--- src/rtl/gb_cpu_regfile_mp.sv ---
// Multi-port gameboy CPU register file: prioritised byte/pair writes, flag merge,
// TMP special ops, indexed reads, and a snapshot dump engine. Optional: GB_REGFILE_BYPASS_EN.
module gb_cpu_regfile_mp #(
  parameter int          NUM_WR   = 3,
  parameter int          NUM_RD   = 2,
  parameter logic [15:0] RESET_SP = 16'h0000,
  parameter logic [15:0] RESET_PC = 16'h0000
) (
  input  logic                 clk,
  input  logic                 reset,
  input  logic [NUM_WR-1:0]    wr_en,
  input  logic [NUM_WR-1:0]    wr_wide,
  input  logic [4*NUM_WR-1:0]  wr_idx,
  input  logic [16*NUM_WR-1:0] wr_data,
  input  logic                 flag_en,
  input  logic [3:0]           flag_mask,
  input  logic [3:0]           flag_data,
  input  logic                 sext_tmp,
  input  logic                 sp_from_tmp,
  input  logic [4*NUM_RD-1:0]  rd_idx,
  output logic [8*NUM_RD-1:0]  rd_data,
  output logic [127:0]         regs,
  output logic                 wr_conflict,
  input  logic                 dump_start,
  output logic                 dump_valid,
  input  logic                 dump_ready,
  output logic [3:0]           dump_idx,
  output logic [7:0]           dump_data,
  output logic                 dump_last,
  output logic                 dump_busy
);

  localparam int PW = (NUM_WR > 1) ? $clog2(NUM_WR) : 1;

  // Element i of the packed array lands at bits [8i+7:8i], matching the regs layout.
  localparam logic [127:0] RST_VAL = {32'h0, RESET_PC[7:0], RESET_PC[15:8],
                                      RESET_SP[7:0], RESET_SP[15:8], 64'h0};

  typedef struct packed {
    logic        en;
    logic        wide;
    logic [3:0]  idx;
    logic [15:0] data;
  } wr_req_t;

  typedef enum logic {D_IDLE, D_SEND} dstate_t;

  wr_req_t [NUM_WR-1:0]  wreq;
  logic [15:0][7:0]      regs_q, regs_d;
  logic [15:0]           upd;
  logic                  conflict_d, wr_conflict_q;

  for (genvar p = 0; p < NUM_WR; p++) begin : g_wreq
    assign wreq[p] = '{en: wr_en[p], wide: wr_wide[p],
                       idx: wr_idx[4*p +: 4], data: wr_data[16*p +: 16]};
  end

  always_comb begin
    regs_d     = regs_q;
    upd        = '0;
    conflict_d = 1'b0;
    for (int b = 0; b < 16; b++) begin
      for (int p = 0; p < NUM_WR; p++) begin
        if (wreq[PW'(p)].en &&
            (wreq[PW'(p)].wide ? (wreq[PW'(p)].idx[3:1] == 3'(b >> 1))
                               : (wreq[PW'(p)].idx == 4'(b)))) begin
          if (upd[4'(b)]) conflict_d = 1'b1;
          else begin
            upd[4'(b)]    = 1'b1;
            regs_d[4'(b)] = (wreq[PW'(p)].wide && ((b & 1) == 0)) ? wreq[PW'(p)].data[15:8]
                                                                  : wreq[PW'(p)].data[7:0];
          end
        end
      end
    end
    if (!upd[1] && flag_en) begin
      upd[1]         = 1'b1;
      regs_d[1][7:4] = (regs_q[1][7:4] & ~flag_mask) | (flag_data & flag_mask);
    end
    // Special ops source pre-edge TMP, so SP takes the old TMP_H even alongside sext.
    if (!upd[12] && sext_tmp) begin
      upd[12]    = 1'b1;
      regs_d[12] = {8{regs_q[13][7]}};
    end
    if (sp_from_tmp) begin
      if (!upd[8]) begin upd[8] = 1'b1; regs_d[8] = regs_q[12]; end
      if (!upd[9]) begin upd[9] = 1'b1; regs_d[9] = regs_q[13]; end
    end
    if (upd[1]) regs_d[1][3:0] = 4'h0;
  end

  always_ff @(posedge clk) begin
    if (reset) begin
      regs_q        <= RST_VAL;
      wr_conflict_q <= 1'b0;
    end else begin
      regs_q        <= regs_d;
      wr_conflict_q <= conflict_d;
    end
  end

  assign regs        = regs_q;
  assign wr_conflict = wr_conflict_q;

  for (genvar r = 0; r < NUM_RD; r++) begin : g_rd
    logic [3:0] ri;
    assign ri = rd_idx[4*r +: 4];
`ifdef GB_REGFILE_BYPASS_EN
    assign rd_data[8*r +: 8] = regs_d[ri];
`else
    assign rd_data[8*r +: 8] = regs_q[ri];
`endif
  end

  // Dump engine streams a frozen copy so concurrent writes cannot tear the dump.
  dstate_t          state_q, state_d;
  logic [3:0]       didx_q, didx_d;
  logic [15:0][7:0] snap_q;
  logic             snap_ld;

  always_comb begin
    state_d    = state_q;
    didx_d     = didx_q;
    snap_ld    = 1'b0;
    dump_valid = 1'b0;
    dump_last  = 1'b0;
    dump_data  = 8'h00;
    case (state_q)
      D_IDLE: begin
        if (dump_start) begin
          snap_ld = 1'b1;
          state_d = D_SEND;
          didx_d  = 4'd0;
        end
      end
      D_SEND: begin
        dump_valid = 1'b1;
        dump_data  = snap_q[didx_q];
        dump_last  = (didx_q == 4'd15);
        if (dump_ready) begin
          if (didx_q == 4'd15) begin
            state_d = D_IDLE;
            didx_d  = 4'd0;
          end else begin
            didx_d = didx_q + 4'd1;
          end
        end
      end
      default: state_d = D_IDLE;
    endcase
  end

  always_ff @(posedge clk) begin
    if (reset) begin
      state_q <= D_IDLE;
      didx_q  <= 4'd0;
      snap_q  <= '0;
    end else begin
      state_q <= state_d;
      didx_q  <= didx_d;
      if (snap_ld) snap_q <= regs_q;
    end
  end

  assign dump_idx  = didx_q;
  assign dump_busy = (state_q != D_IDLE);

endmodule

--- config.mk ---
export PLATFORM = sky130hd
export DESIGN_NAME = gb_cpu_regfile_mp
export DESIGN_NICKNAME = d
export VERILOG_FILES = /design/src/rtl/gb_cpu_regfile_mp.sv
export SDC_FILE = /design/constraint.sdc
export NUM_CORES = 1
export LEC_CHECK = 0
export CORE_MARGIN = 4
export CORE_UTILIZATION = 47
export DETAILED_ROUTE_END_ITERATION = 10
export PLACE_DENSITY = 0.79
export SYNTH_ARGS = -nofsm -noshare
export SYNTH_HDL_FRONTEND = slang
export SYNTH_SLANG_ARGS = --single-unit
--- constraint.sdc ---
create_clock -name clk -period 2.05 [get_ports clk]
set_input_delay 0.3075 -clock clk [delete_from_list [all_inputs] [get_ports clk]]
set_output_delay 0.3075 -clock clk [all_outputs]
set_load 0.02 [all_outputs]
==> results.ini <==
[status]
status=finished, violations left
violations=negative setup slack

[min_path]
holdPathEnd=dump_idx[0]
worstHoldPathCells=2
hold_path.class=in -> reg
min-delay-start=reset

[critical_path]
crit_chain=buf_12, buf_4, mux4_2, mux2i_1, nor2_1, buf_4
reg2reg_slack_ns=0.31
cp.depth=6
rr_worst_depth=10
worstSetupPathType=reg -> out
crit_path_start_kind=flip-flop
cpMostUsedCell=buf_4
crit_arrival_ns=2.02
crit_buf_inv=3
crit_slowest_cell=mux4_2
reg2reg_from=dump_idx[0]
end_kind=output pin
crit_required_ns=1.74
crit_fanout=9
slowest_delay_ns=0.50
r2r-end=dump_idx[3]
crit_family=multiplexers

[finish]
area_growth_pct=43.62
drive_gt1_share_pct=28.40
fin_util_pct=69.86
nNetsFinal=1254

[timing]
finalCriticalPeriod_ns=2.328
finalMaxSlewViolations=0
setup_viol=9
setup_slack_ns=-0.2784
post-route-period-util_pct=113.6
final.setup.tns_ns=-2.029
rsz0062_at_grt=yes
final_hold_viol_count=0
slew_headroom_pct=49.87
hold_slack_ns=0.2468
worst_clock_skew_ns=0.007028
worst_pin_slew_ns=0.7478
max_clock_freq_mhz=429.5

[grt]
grt_max_degree=80
grt_antenna_before_repair=0
grt_pass1_vias=8098
grt_use_total_pct=34.55
overflow=0
grt_pass1_wl_um=48020

[synth]
synth_area_mm2=0.007839
synth_area_per_cell_um2=8.719
synthArstFlopShare_pct=0
yosys_warnings=0
ys.flop_type=dfxtp_1
synth_edf_count=0
ys_seq_elements=134
ys_types=51
synth_cells=899
synth-seq-area-share_pct=34.22

[pwr]
total_power_mw=7.684
p_leak_nw=4.277
p_per_area_mw_per_mm2=682.5
peakVddDrop_uv=715.6

[routing]
drt-initial-drc-count=1268
ant_nets=0
avgRoutedWirePerCell_um=23.39
wl_um=32580
via_per_inst=6.091
firstDrtPassIters=7
drc=0
vias=8485

[floorplan]
ioPinCount=249
die_area_mm2=0.01881
die_x_um=137.1
die_h_um=137.1
core_mm2=0.01612
row_count=46
start_util_pct=48.64

[placed_design]
dpl_worst_slack_ns=-0.6514
routabilityCongestion=0.9686
portBuffers=160
dp_hpwl_um=24620

[clock_network]
cts_tree=done
cts-root-buf=clkbuf_16
postCtsHoldBufs=0
max-clock-path-buffers=2
cts.sinks=134
htreeDepth=4
clkTransAtPathRegs_ns=0.06
numCtsBuffers=17
clkLatencyLatePin_ns=0.43

[flow_run]
max_cap_violations=0

cell families (layout without fill, tap and decap cells):
kind of cell	count (synthesis)	in the layout	share of synthesized area [%]
adder cells (fa/ha/maj)	1	1	0.1596
buffers and inverters	145	359	10.49
multiplexers	100	100	20.59
XOR/XNOR	1	1	0.1118
AO/OA/AOI/OAI	208	208	16.57
AND/OR/NAND/NOR	309	309	17.81
flip-flops	134	134	34.22
other	1	65	0.04784
layout by cell type, fill, tap and decap left out, drive strengths merged, types with 3 or more instances in the layout:
master	synthesis	layout
a211o	16	16
a211oi	8	8
a21oi	101	101
a22oi	3	3
a311oi	16	16
a31oi	16	16
and2	5	5
buf	98	192
bufinv	0	5
clkbuf	43	17
clkdlybuf4s50	0	129
clkinv	0	3
clkinvlp	0	3
conb	1	64
dfxtp	134	134
dlygate4sd2	0	3
inv	4	7
mux2	10	10
mux2i	42	42
mux4	48	48
nand2	180	180
nand2b	4	4
nand3	7	7
nand4	16	16
nor2	62	62
nor3	10	10
nor3b	4	4
nor4	7	7
o211ai	16	16
o21ai	19	19
o21bai	3	3
or3	3	3
area by class of cell:
cell class / instances / area (um^2)
clock buffers: 17 / 425.4
multi-input cells: 683 / 4608
flip-flops and latches: 134 / 2724
well taps: 216 / 270.3
repair buffers: 324 / 2988
fillers: 1259 / 4857
clock inverters: 14 / 225.2
diodes: 1 / 2.502
inverters: 4 / 15.01
synth_stat cells (all sizes together), types with 3 or more instances:
master    n  area share (%)
mux4     48              14
or3       3            0.24
nand4    16             1.3
a311oi   16             1.8
a22oi     3            0.29
nor2     62             3.1
o21bai    3            0.29
nor3b     4            0.51
a211o    16             1.8
inv       4            0.19
buf      98             8.2
a211oi    8            0.77
nor3     10             1.1
nand2   180             8.6
o21ai    19             1.2
clkbuf   43             2.1
nand3     7            0.45
dfxtp   134              34
mux2i    42             5.4
nand2b    4            0.32
a21oi   101             6.4
nor4      7            0.72
a31oi    16             1.3
mux2     10             1.4
and2      5            0.40
o211ai   16             1.5
registers in the layout (all words and copies together) (netlist names), named ones only:
| signal | cells |
|---|---|
| dump_busy | 1 |
| wr_conflict | 1 |
| regs | 60 |
| dump_idx | 4 |
| snap_q | 64 |
how the worst max path moves through the flow:
| stage | start | endpoint | slack [ns] |
|---|---|---|---|
| floorplan | dump_idx[0] | dump_data[0] | 0.02 |
| global placement | rd_idx[0] | rd_data[5] | -0.60 |
| detailed placement | rd_idx[0] | rd_data[0] | -0.65 |
| CTS | dump_idx[0] | dump_data[1] | -0.28 |
| global route | dump_idx[0] | dump_data[1] | -0.36 |
| finish | dump_idx[0] | dump_data[1] | -0.28 |
routing by layer:
metal  vias up  track usage (%)  part of all wire, %
li1       3649                -                    -
met1      4012            42.87                   36
met2       687            53.71                   45
met3       137            9.963                   12
met4         0            19.73                  6.3
met5         -                0                    0
power by group:
group | internal [mW] | switching [mW]
Combinational | 0.669 | 0.825
Sequential | 2.69 | 0.0995
Clock | 2.16 | 1.24
timing repair:
item                       4_1_cts  5_1_grt
cloned                           3        0
pin swaps                        0        4
setup endpoints to repair       26       21
setup buffers                    2        3
resized for setup              136       25
worst register-to-register path, stage by stage, from the launching register on:
cell and delay, ns:
dfxtp_4 0.36, buf_12 0.13, buf_16 0.14, buf_6 0.12, buf_4 0.12, buf_4 0.13, ha_1 0.20, buf_4 0.14
a21oi_1 0.13, a21oi_1 0.08, nor3_1 0.12
through the flow:
| stage | cell area [um^2] | cells |
|---|---|---|
| 3_5_place_dp | 10530 | 1354 |
| 6_report | 11260 | 1393 |
| 4_1_cts | 11230 | 1390 |
| 5_1_grt | 11260 | 1392 |
| 2_1_floorplan | 8078 | 962 |
| 3_3_place_gp | 10530 | 1354 |
Power figures use the tool's default switching activity.
